File: src/rtl/vx_sau_pkg.sv
// Shared definitions for the systolic-array unit: drain FSM states, index sizing,
// signed saturation helper and the flattened-matrix bus offset macro.
`ifndef VX_SAU_PKG_SV
`define VX_SAU_PKG_SV

// Bit offset of element (r,c) inside an N x N bus of W-bit elements.
`define VX_SAU_ELEM_OFS(r, c, n, w) ((((r) * (n)) + (c)) * (w))

package vx_sau_pkg;

    localparam int MAX_MATRIX_SIZE = 16;
    localparam int SAT_WIDTH       = 64;

    function automatic int idx_w(input int n);
        return (n > 1) ? $clog2(n) : 1;
    endfunction

    typedef enum logic [1:0] {
        DRAIN_IDLE   = 2'd0,
        DRAIN_CLEAR  = 2'd1,
        DRAIN_STREAM = 2'd2
    } drain_state_e;

    typedef logic [$clog2(MAX_MATRIX_SIZE)-1:0] elem_idx_t;

    // Clamp a signed value to the range of an out_w-bit two's complement number.
    function automatic logic signed [SAT_WIDTH-1:0] sat_narrow(
        input logic signed [SAT_WIDTH-1:0] val,
        input int                          out_w
    );
        logic signed [SAT_WIDTH-1:0] max_v;
        logic signed [SAT_WIDTH-1:0] min_v;
        max_v = (64'sd1 <<< (out_w - 1)) - 64'sd1;
        min_v = -max_v - 64'sd1;
        if (out_w >= SAT_WIDTH) begin
            return val;
        end
        if (val > max_v) begin
            return max_v;
        end
        if (val < min_v) begin
            return min_v;
        end
        return val;
    endfunction

endpackage

`endif

File: src/rtl/vx_sau_sat.sv
// Combinational signed saturating narrower from ACC_WIDTH down to OUT_WIDTH bits.
module vx_sau_sat
    import vx_sau_pkg::*;
#(
    parameter int ACC_WIDTH = 32,
    parameter int OUT_WIDTH = 32
) (
    input  logic [ACC_WIDTH-1:0] acc_in,
    output logic [OUT_WIDTH-1:0] sat_out
);

    generate
        if (OUT_WIDTH == ACC_WIDTH) begin : g_pass
            assign sat_out = acc_in;
        end else begin : g_sat
            logic signed [SAT_WIDTH-1:0] wide;
            logic signed [SAT_WIDTH-1:0] narrowed;
            logic                        unused_hi;

            assign wide      = SAT_WIDTH'(signed'(acc_in));
            assign narrowed  = sat_narrow(wide, OUT_WIDTH);
            assign sat_out   = narrowed[OUT_WIDTH-1:0];
            // Upper bits are only a sign extension of the kept result.
            assign unused_hi = ^narrowed[SAT_WIDTH-1:OUT_WIDTH];
        end
    endgenerate

endmodule

File: src/rtl/vx_sau_drain.sv
// Result drain: captures the N x N accumulator matrix, pulses acc_clear, then streams
// saturated elements one per beat in row- or column-major order.
module vx_sau_drain
    import vx_sau_pkg::*;
#(
    parameter int CORE_ID     = 0,
    parameter int MATRIX_SIZE = 3,
    parameter int ACC_WIDTH   = 32,
    parameter int OUT_WIDTH   = 32,
    localparam int IDX_W      = idx_w(MATRIX_SIZE)
) (
    input  logic                                         clk,
    input  logic                                         reset,
    input  logic                                         res_valid,
    output logic                                         res_ready,
    input  logic [MATRIX_SIZE*MATRIX_SIZE*ACC_WIDTH-1:0] res_data,
    input  logic                                         res_transpose,
    output logic                                         acc_clear,
    output logic                                         out_valid,
    input  logic                                         out_ready,
    output logic [OUT_WIDTH-1:0]                         out_data,
    output logic [IDX_W-1:0]                             out_row,
    output logic [IDX_W-1:0]                             out_col,
    output logic                                         out_last,
    output logic                                         busy
);

    localparam int             N              = MATRIX_SIZE;
    localparam int             ELEMS          = N * N;
    localparam logic [IDX_W-1:0] LAST_IDX     = IDX_W'(N - 1);
    localparam int             unused_core_id = CORE_ID;

    drain_state_e               state_q;
    logic [ELEMS*ACC_WIDTH-1:0] mat_q;
    logic                       transpose_q;
    logic [IDX_W-1:0]           row_q;
    logic [IDX_W-1:0]           col_q;
    logic [IDX_W-1:0]           row_nx;
    logic [IDX_W-1:0]           col_nx;
    logic                       capture;
    logic [ACC_WIDTH-1:0]       elem_sel;
    logic [OUT_WIDTH-1:0]       elem_sat;

    assign capture = (state_q == DRAIN_IDLE) && res_valid && res_ready;
    assign out_row = row_q;
    assign out_col = col_q;

    // Transposed streaming walks rows fastest; normal streaming walks columns fastest.
    always_comb begin
        row_nx = row_q;
        col_nx = col_q;
        if (transpose_q) begin
            if (row_q == LAST_IDX) begin
                row_nx = '0;
                col_nx = col_q + 1'b1;
            end else begin
                row_nx = row_q + 1'b1;
            end
        end else begin
            if (col_q == LAST_IDX) begin
                col_nx = '0;
                row_nx = row_q + 1'b1;
            end else begin
                col_nx = col_q + 1'b1;
            end
        end
    end

    // The first beat comes straight off the input bus since the buffer loads on the same edge.
    always_comb begin
        elem_sel = mat_q[`VX_SAU_ELEM_OFS(int'(row_nx), int'(col_nx), N, ACC_WIDTH) +: ACC_WIDTH];
        if (capture) begin
            elem_sel = res_data[ACC_WIDTH-1:0];
        end
    end

    vx_sau_sat #(
        .ACC_WIDTH (ACC_WIDTH),
        .OUT_WIDTH (OUT_WIDTH)
    ) u_sat (
        .acc_in  (elem_sel),
        .sat_out (elem_sat)
    );

    // Matrix buffer contents are meaningless until a capture, so it carries no reset.
    always_ff @(posedge clk) begin
        if (capture) begin
            mat_q       <= res_data;
            transpose_q <= res_transpose;
        end
    end

    always_ff @(posedge clk or negedge reset) begin
        if (!reset) begin
            state_q   <= DRAIN_IDLE;
            res_ready <= 1'b1;
            acc_clear <= 1'b0;
            out_valid <= 1'b0;
            out_last  <= 1'b0;
            busy      <= 1'b0;
            out_data  <= '0;
            row_q     <= '0;
            col_q     <= '0;
        end else begin
            acc_clear <= 1'b0;
            unique case (state_q)
                DRAIN_IDLE: begin
                    if (capture) begin
                        state_q   <= DRAIN_CLEAR;
                        acc_clear <= 1'b1;
                        res_ready <= 1'b0;
                        busy      <= 1'b1;
                        out_valid <= 1'b1;
                        out_data  <= elem_sat;
                        row_q     <= '0;
                        col_q     <= '0;
                        out_last  <= (N == 1);
                    end
                end
                DRAIN_CLEAR, DRAIN_STREAM: begin
                    if (out_ready && out_last) begin
                        state_q   <= DRAIN_IDLE;
                        res_ready <= 1'b1;
                        busy      <= 1'b0;
                        out_valid <= 1'b0;
                        out_last  <= 1'b0;
                    end else if (out_ready) begin
                        state_q  <= DRAIN_STREAM;
                        row_q    <= row_nx;
                        col_q    <= col_nx;
                        out_data <= elem_sat;
                        out_last <= (row_nx == LAST_IDX) && (col_nx == LAST_IDX);
                    end else begin
                        state_q <= DRAIN_STREAM;
                    end
                end
                default: begin
                    state_q <= DRAIN_IDLE;
                end
            endcase
        end
    end

endmodule

File: config.mk
export PLATFORM = sky130hd
export DESIGN_NAME = vx_sau_drain
export DESIGN_NICKNAME = d
export VERILOG_FILES = /design/src/rtl/vx_sau_pkg.sv /design/src/rtl/vx_sau_sat.sv /design/src/rtl/vx_sau_drain.sv
export SDC_FILE = /design/constraint.sdc
export NUM_CORES = 1
export LEC_CHECK = 0
export CORE_UTILIZATION = 45
export CTS_CLUSTER_SIZE = 14
export DETAILED_ROUTE_END_ITERATION = 7
export GPL_TIMING_DRIVEN = 0
export PLACE_DENSITY_LB_ADDON = 0.12
export SLEW_MARGIN = 20
export SYNTH_ARGS = -nofsm -noshare
export SYNTH_HDL_FRONTEND = slang
export SYNTH_SLANG_ARGS = --single-unit
File: constraint.sdc
create_clock -name clk -period 7 [get_ports clk]
set_clock_uncertainty 0.05 [all_clocks]
set_input_delay 1.4 -clock clk [delete_from_list [all_inputs] [get_ports clk]]
set_output_delay 1.4 -clock clk [all_outputs]
set_load 0.01 [all_outputs]
==> results of run 1 <==
==> cell families (layout without fill, tap and decap cells) <==
| logic type | Yosys count | count (layout) | share of synthesized area |
|---|---|---|---|
| flops | 331 | 331 | 0.7172 |
| compound gates | 157 | 157 | 0.1088 |
| mux | 129 | 129 | 0.09517 |
| simple gates | 113 | 113 | 0.03476 |
| buf+inv | 71 | 471 | 0.02969 |
| fa+ha+maj | 13 | 13 | 0.01309 |
| xor+xnor | 2 | 2 | 0.001291 |
| other cells | 0 | 7 | 0 |
==> synthesized netlist by cell type (all sizes together), types with 2 or more instances <==
cell	number
edfxtp	289
mux2i	129
a22oi	64
nor2	59
nand2	43
dfrtp	41
buf	39
o41ai	33
a221oi	32
clkbuf	18
inv	14
ha	11
a211oi	10
o21ai	8
nor2b	4
a21oi	3
a21boi	2
fa	2
nand2b	2
o31ai	2
xnor2	2
==> power by group through the flow <==
stage	sequential [mW]	clock, mW	combinational [mW]
floorplan	2.73	0	3.08
global placement	2.70	0	4.70
detailed placement	2.66	0	4.77
CTS	2.62	1.79	4.78
global route	2.65	1.86	5.08
finish	2.63	1.75	4.72
==> critical path: stages, from the launching register on <==
cell and delay, ns:
dfrtp_1 0.44, inv_1 0.10, ha_1 0.21, mux2i_1 0.20, nor2_1 0.05, a21oi_1 0.37, fa_1 0.48, inv_1 0.06
ha_1 0.13, inv_1 0.05, fa_1 0.53, nor2_1 0.39, clkbuf_1 0.70, a22oi_1 0.23, a221oi_1 0.37, o41ai_2 0.13
==> final cells by class <==
class,count,share of cell area
flip-flops and latches,331,0.5240
multi-input cells,414,0.1850
repair buffers,336,0.1838
clock buffers,51,0.05323
well taps,390,0.02628
plain buffers,57,0.01941
clock inverters,13,0.004515
inverters,14,0.002830
diodes,7,0.0009433
==> per-layer routing <==
metal,part of all wire,up-vias,GRT usage
met2,0.48,341,0.3915
li1,-,3983,-
met5,0.00035,-,0
met1,0.42,4289,0.3162
met3,0.076,54,0.05606
met4,0.024,2,0.07971
==> layout by cell type, fill, tap and decap left out, drive strengths merged, types with 3 or more instances in the layout <==
cell type | netlist | layout
edfxtp | 289 | 289
ha | 11 | 11
nor2b | 4 | 4
o21ai | 8 | 8
dfrtp | 41 | 41
a22oi | 64 | 64
inv | 14 | 14
a221oi | 32 | 32
nand2 | 43 | 43
o41ai | 33 | 33
clkbuf | 18 | 69
diode | 0 | 7
clkinv | 0 | 12
clkdlybuf4s50 | 0 | 332
a21oi | 3 | 3
nor2 | 59 | 59
buf | 39 | 43
a211oi | 10 | 10
mux2i | 129 | 129
==> through the flow <==
step | worst slack [ns] | hold WS, ns | power, mW | instance area [um2] | instances
2_1_floorplan | 1.000 | 0.4253 | 5.806 | 13570 | 816
3_3_place_gp | -2.231 | 0.4096 | 7.406 | 17390 | 1539
3_5_place_dp | 2.261 | 0.4160 | 7.430 | 17480 | 1542
4_1_cts | 2.240 | 0.4286 | 9.191 | 18550 | 1606
5_1_grt | 1.969 | 0.4469 | 9.593 | 18570 | 1612
6_report | 2.331 | 0.4267 | 9.098 | 18570 | 1613
==> registers in the layout, indices dropped and copies added, names as in the netlist <==
signal,cells
acc_clear,1
busy,1
mat_q,288
out_col,2
out_data,32
out_last,1
out_row,2
res_ready,1
state_q,2
transpose_q,1
==> path summary, 6_finish.rpt <==
kind,start,to,slack (ns),depth (start not counted)
hold / removal,out_data[16]$_DFFE_PN0P_,out_data[16]$_DFFE_PN0P_,0.43,2
max in group asynchronous,reset,out_data[5]$_DFFE_PN0P_,5.58,1
min in group asynchronous,reset,out_data[23]$_DFFE_PN0P_,0.88,1
hold reg to reg,out_data[16]$_DFFE_PN0P_,out_data[16]$_DFFE_PN0P_,0.43,2
setup / recovery,out_col[0]$_DFFE_PN0P_,out_data[19]$_DFFE_PN0P_,2.33,15
setup reg to reg,out_col[0]$_DFFE_PN0P_,out_data[19]$_DFFE_PN0P_,2.33,15
==> results.py, run 1 <==
metrics = {
    "clock_tree": {
        "numCtsBuffers": 36,
        "cts_resized": 0,
        "clk_pin_slew_ns": 0.06,
        "htree_levels": 2,
        "clockBufferDepth": 3,
        "cts_setup_buffers": 0,
        "hold_buffers": 0,
        "cts_num_sinks": 331,
        "clockRootBuffer": "clkbuf_16",
        "cts_tree": "done",
        "clk_latency_ns": 0.51,
    },
    "pwr": {
        "switching_share": 0.3945,
        "irDropWorstVdd_mv": 0.3647,
        "comb_power_share": 0.519,
        "power_density_mw_per_mm2": 489.9,
        "p_sw_mw": 3.589,
        "seqPwrFrac": 0.289,
        "pwr-share-clk": 0.193,
        "p_int_mw": 5.508,
        "power_leakage_nw": 6.836,
    },
    "placed_design": {
        "hpwl_um": 26400,
        "port_buffers": 333,
        "gp_congestion": 0.8218,
    },
    "global_routing": {
        "antenna_found_initial": 8,
        "grt_overflow": 0,
        "grt_usage": 0.2399,
        "grt_first_pass_wirelength_um": 54430,
        "first_global_vias": 9107,
        "grt_max_degree": 96,
    },
    "yosys": {
        "synth-main-ff-cell": "edfxtp_1",
        "synth_edf_count": 289,
        "yosys_warnings": 0,
        "yosysUniqueCellTypes": 36,
        "syn_avg_cell_area_um2": 16.63,
        "yosys-top-cells-area": "edfxtp_1 64%, mux2i_1 9.5%, dfrtp_1 7.6%",
        "netlist_area_mm2": 0.01357,
        "synthCells": 816,
        "synth_top_area_frac": 0.6396,
        "syn_nets": 1122,
        "postSynth.asyncResetShare": 0.1269,
        "ys_ff_latch": 331,
        "yosysSeqAreaShare": 0.7172,
        "yosys.area.top_type": "edfxtp_1",
    },
    "worst_setup_path": {
        "cp_data_arrival_time_ns": 4.99,
        "end_kind": "flip-flop",
        "crit_type": "flip-flop to flip-flop",
        "startpoint_type": "flip-flop",
        "crit_path_max_fanout": 10,
        "crit_required_ns": 7.32,
    },
    "sta": {
        "layout_min_cycle_time_ns": 4.669,
        "tightest_slew_ns": 0.8631,
        "slew_headroom": 0.4246,
        "fin_crit_sh": 0.6670,
        "finalSetupViolCount": 0,
        "max_freq_mhz": 214.2,
        "rsz0062_at_grt": "false",
        "final_max_slew_viol_count": 0,
        "hold_viol": 0,
        "tns_ns": 0,
    },
    "hold_path": {
        "hp-class": "flip-flop to flip-flop",
    },
    "routing": {
        "drc_errors": 0,
        "firstDrtPassIters": 4,
        "wl_per_cell_um": 22.98,
        "wirelength_um": 37060,
        "vias": 8669,
        "drtIter0Drc": 632,
        "antenna_left": 0,
        "vias_per_cell": 5.374,
    },
    "layout": {
        "regArea_mm2": 0.009731,
        "final_core_util": 0.6265,
        "drive_gt1_frac": 0.1036,
        "num-fill-cells": 2275,
        "syn2layout_area_growth_pct": 36.86,
        "nets": 1496,
        "multi_input_area_mm2": 0.003435,
    },
    "die": {
        "dieWidth_um": 175.6,
        "start_util": 0.4578,
        "fp.dieArea_mm2": 0.03085,
        "num_rows": 63,
        "coreArea_mm2": 0.02964,
        "ios": 334,
        "die_y_um": 175.6,
    },
    "job": {
        "maxCapViolations": 0,
    },
    "run_status": {
        "status": "finished, final reports clean",
    },
}
No activity file was read; power rests on OpenSTA's default activity.
==> inputs of run 2 (changes only) <==
==> constraint.sdc (replaced) <==
create_clock -name clk -period 4.4 [get_ports clk]
set_clock_uncertainty 0.05 [all_clocks]
set_input_delay 0.88 -clock clk [delete_from_list [all_inputs] [get_ports clk]]
set_output_delay 0.88 -clock clk [all_outputs]
set_load 0.01 [all_outputs]
==> run 2 against run 1 <==
First-iteration DRC count shrank 5.1%. Clock-buffer cell count grew 7. Critical path type unchanged. Clock power grew 67%. Sequential share of layout area shrank 0.30 points. Sequential power grew 59%. Utilization grew 0.36 points. Combinational power grew 61%. Total power grew 62%. Wire length grew 1.5%. Die area is the same. Global-route usage grew 0.45 points.
==> results.py, run 2 (synthesis gave the netlist of run 1 again) <==
metrics = {
    "run_status": {
        "status": "finished, final reports clean",
    },
    "layout": {
        "drive_gt1_frac": 0.1107,
        "final_core_util": 0.6301,
        "final_cell_mix": "332 x clkdlybuf4s50_1, 289 x edfxtp_1, 129 x mux2i_1",
        "largestRegisters": "mat_q: 288 flops, out_data: 32 flops",
        "final_cell_area_mm2": 0.01868,
        "multi_input_area_mm2": 0.003450,
        "largest_register_ffs": 288,
        "syn2layout_area_growth_pct": 37.64,
        "nets": 1497,
        "final_cells": 1613,
        "regArea_mm2": 0.009731,
        "num-fill-cells": 2312,
        "top_register": "mat_q",
        "final_common_cell": "clkdlybuf4s50_1",
    },
    "global_routing": {
        "met3_usage": 0.05974,
        "grt_first_pass_wirelength_um": 55310,
        "grt_usage": 0.2445,
        "global_route.peak_usage_layer": "met2",
        "grt_max_degree": 100,
        "first_global_vias": 9223,
        "met2_usage": 0.4038,
        "met1_usage": 0.3178,
        "grt_overflow": 0,
        "antenna_found_initial": 6,
    },
    "die": {
        "fp.dieArea_mm2": 0.03085,
        "start_util": 0.4578,
        "num_rows": 63,
        "ios": 334,
        "dieWidth_um": 175.6,
        "coreArea_mm2": 0.02964,
        "die_y_um": 175.6,
    },
    "placed_design": {
        "post-place-ws_ns": -0.5051,
        "dpl_cell_area_mm2": 0.01748,
        "place_inst": 1542,
        "hpwl_um": 26570,
        "port_buffers": 333,
        "gp_congestion": 0.8568,
    },
    "worst_setup_path": {
        "r2r-start": "out_row[0]$_DFFE_PN0P_",
        "crit_type": "flip-flop to flip-flop",
        "startpoint": "out_row[0]$_DFFE_PN0P_",
        "startpoint_type": "flip-flop",
        "r2r_cells": 16,
        "end_kind": "flip-flop",
        "cp_data_arrival_time_ns": 4.46,
        "setup.worst_path.end": "out_data[14]$_DFFE_PN0P_",
        "crit_path_max_fanout": 10,
        "r2r_slack_ns": 0.27,
        "crit_required_ns": 4.74,
        "r2r-end": "out_data[14]$_DFFE_PN0P_",
    },
    "sta": {
        "slew_headroom": 0.5277,
        "rsz0062_at_grt": "true",
        "whs_ns": 0.3612,
        "hold_viol": 0,
        "fin_crit_sh": 0.9375,
        "max_freq_mhz": 242.4,
        "final_max_slew_viol_count": 0,
        "finalSetupViolCount": 0,
        "tightest_slew_ns": 0.7084,
        "layout_min_cycle_time_ns": 4.125,
        "fin_ws_ns": 0.2749,
        "tns_ns": 0,
    },
    "clock_tree": {
        "numCtsBuffers": 37,
        "clk_latency_ns": 0.52,
        "cts_tree": "done",
        "clockBufferDepth": 3,
        "hold_buffers": 0,
        "htree_levels": 2,
        "cts_num_sinks": 331,
        "clk_pin_slew_ns": 0.06,
        "clockRootBuffer": "clkbuf_16",
    },
    "job": {
        "maxCapViolations": 0,
    },
    "pwr": {
        "total_power_mw": 14.74,
        "power_density_mw_per_mm2": 789.3,
        "irDropWorstVdd_mv": 0.4675,
        "power_leakage_nw": 6.883,
    },
    "hold_path": {
        "hp-class": "input pin to asynchronous set/reset pin",
    },
    "routing": {
        "drtIter0Drc": 600,
        "wirelength_um": 37600,
        "drc_errors": 0,
        "wl_per_cell_um": 23.31,
        "firstDrtPassIters": 4,
        "vias_per_cell": 5.357,
        "vias": 8641,
        "antenna_left": 0,
    },
}
[run 2: cell types whose count changed in the layout (fill, tap and decap cells not counted), sizes merged]
cell / previous run / this run
buf: 43 / 39
clkbuf: 69 / 80
clkinv: 12 / 7
diode: 7 / 4
inv: 14 / 15
[run 2: how the worst min path moves through the flow]
stage                                        start                       end  depth (start not counted)
after floorplan             state_q[1]$_DFFE_PN0P_    state_q[1]$_DFFE_PN0P_                          2
after global placement    out_data[10]$_DFFE_PN0P_  out_data[10]$_DFFE_PN0P_                          2
after detailed placement  out_data[11]$_DFFE_PN0P_  out_data[11]$_DFFE_PN0P_                          2
after CTS                                    reset  out_data[30]$_DFFE_PN0P_                          1
after global routing                         reset  out_data[30]$_DFFE_PN0P_                          1
final                                        reset  out_data[29]$_DFFE_PN0P_                          1
[run 2: layout make-up]
cell class | instances | share of cell area
Clock buffer | 58 | 0.05715
Tap cell | 390 | 0.02613
Inverter | 14 | 0.002814
Sequential cell | 331 | 0.5210
Multi-Input combinational cell | 414 | 0.1847
Clock inverter | 9 | 0.004288
Timing Repair Buffer | 336 | 0.1828
Antenna cell | 4 | 0.0005360
Buffer | 57 | 0.02057
[run 2: layer usage]
metal | wire length [um] | share of wire
met1 | 15640 | 0.42
met5 | 24 | 0.00064
met2 | 18110 | 0.48
met4 | 957 | 0.025
met3 | 2865 | 0.076
[run 2: worst max-delay path: stages (launching register included)]
cell,delay (ns)
dfrtp_1,0.44
inv_1,0.09
ha_1,0.29
mux2i_1,0.13
nor2_1,0.07
a21oi_2,0.26
fa_1,0.46
inv_1,0.06
ha_1,0.13
inv_1,0.05
fa_1,0.63
nor2b_1,0.08
clkbuf_2,0.17
clkbuf_2,0.25
a22oi_1,0.31
nor2_1,0.17
o41ai_2,0.34
[run 2: repair_timing]
action | in CTS | in global routing
endpoints found under the setup margin | 16 | 31
resized for setup | 7 | 11
setup buffers | 0 | 0
[run 2: power breakdown]
group	internal, mW	switching [mW]
Clock	1.73	1.20
Sequential	3.99	0.191
Combinational	3.24	4.39
Total	8.96	5.78
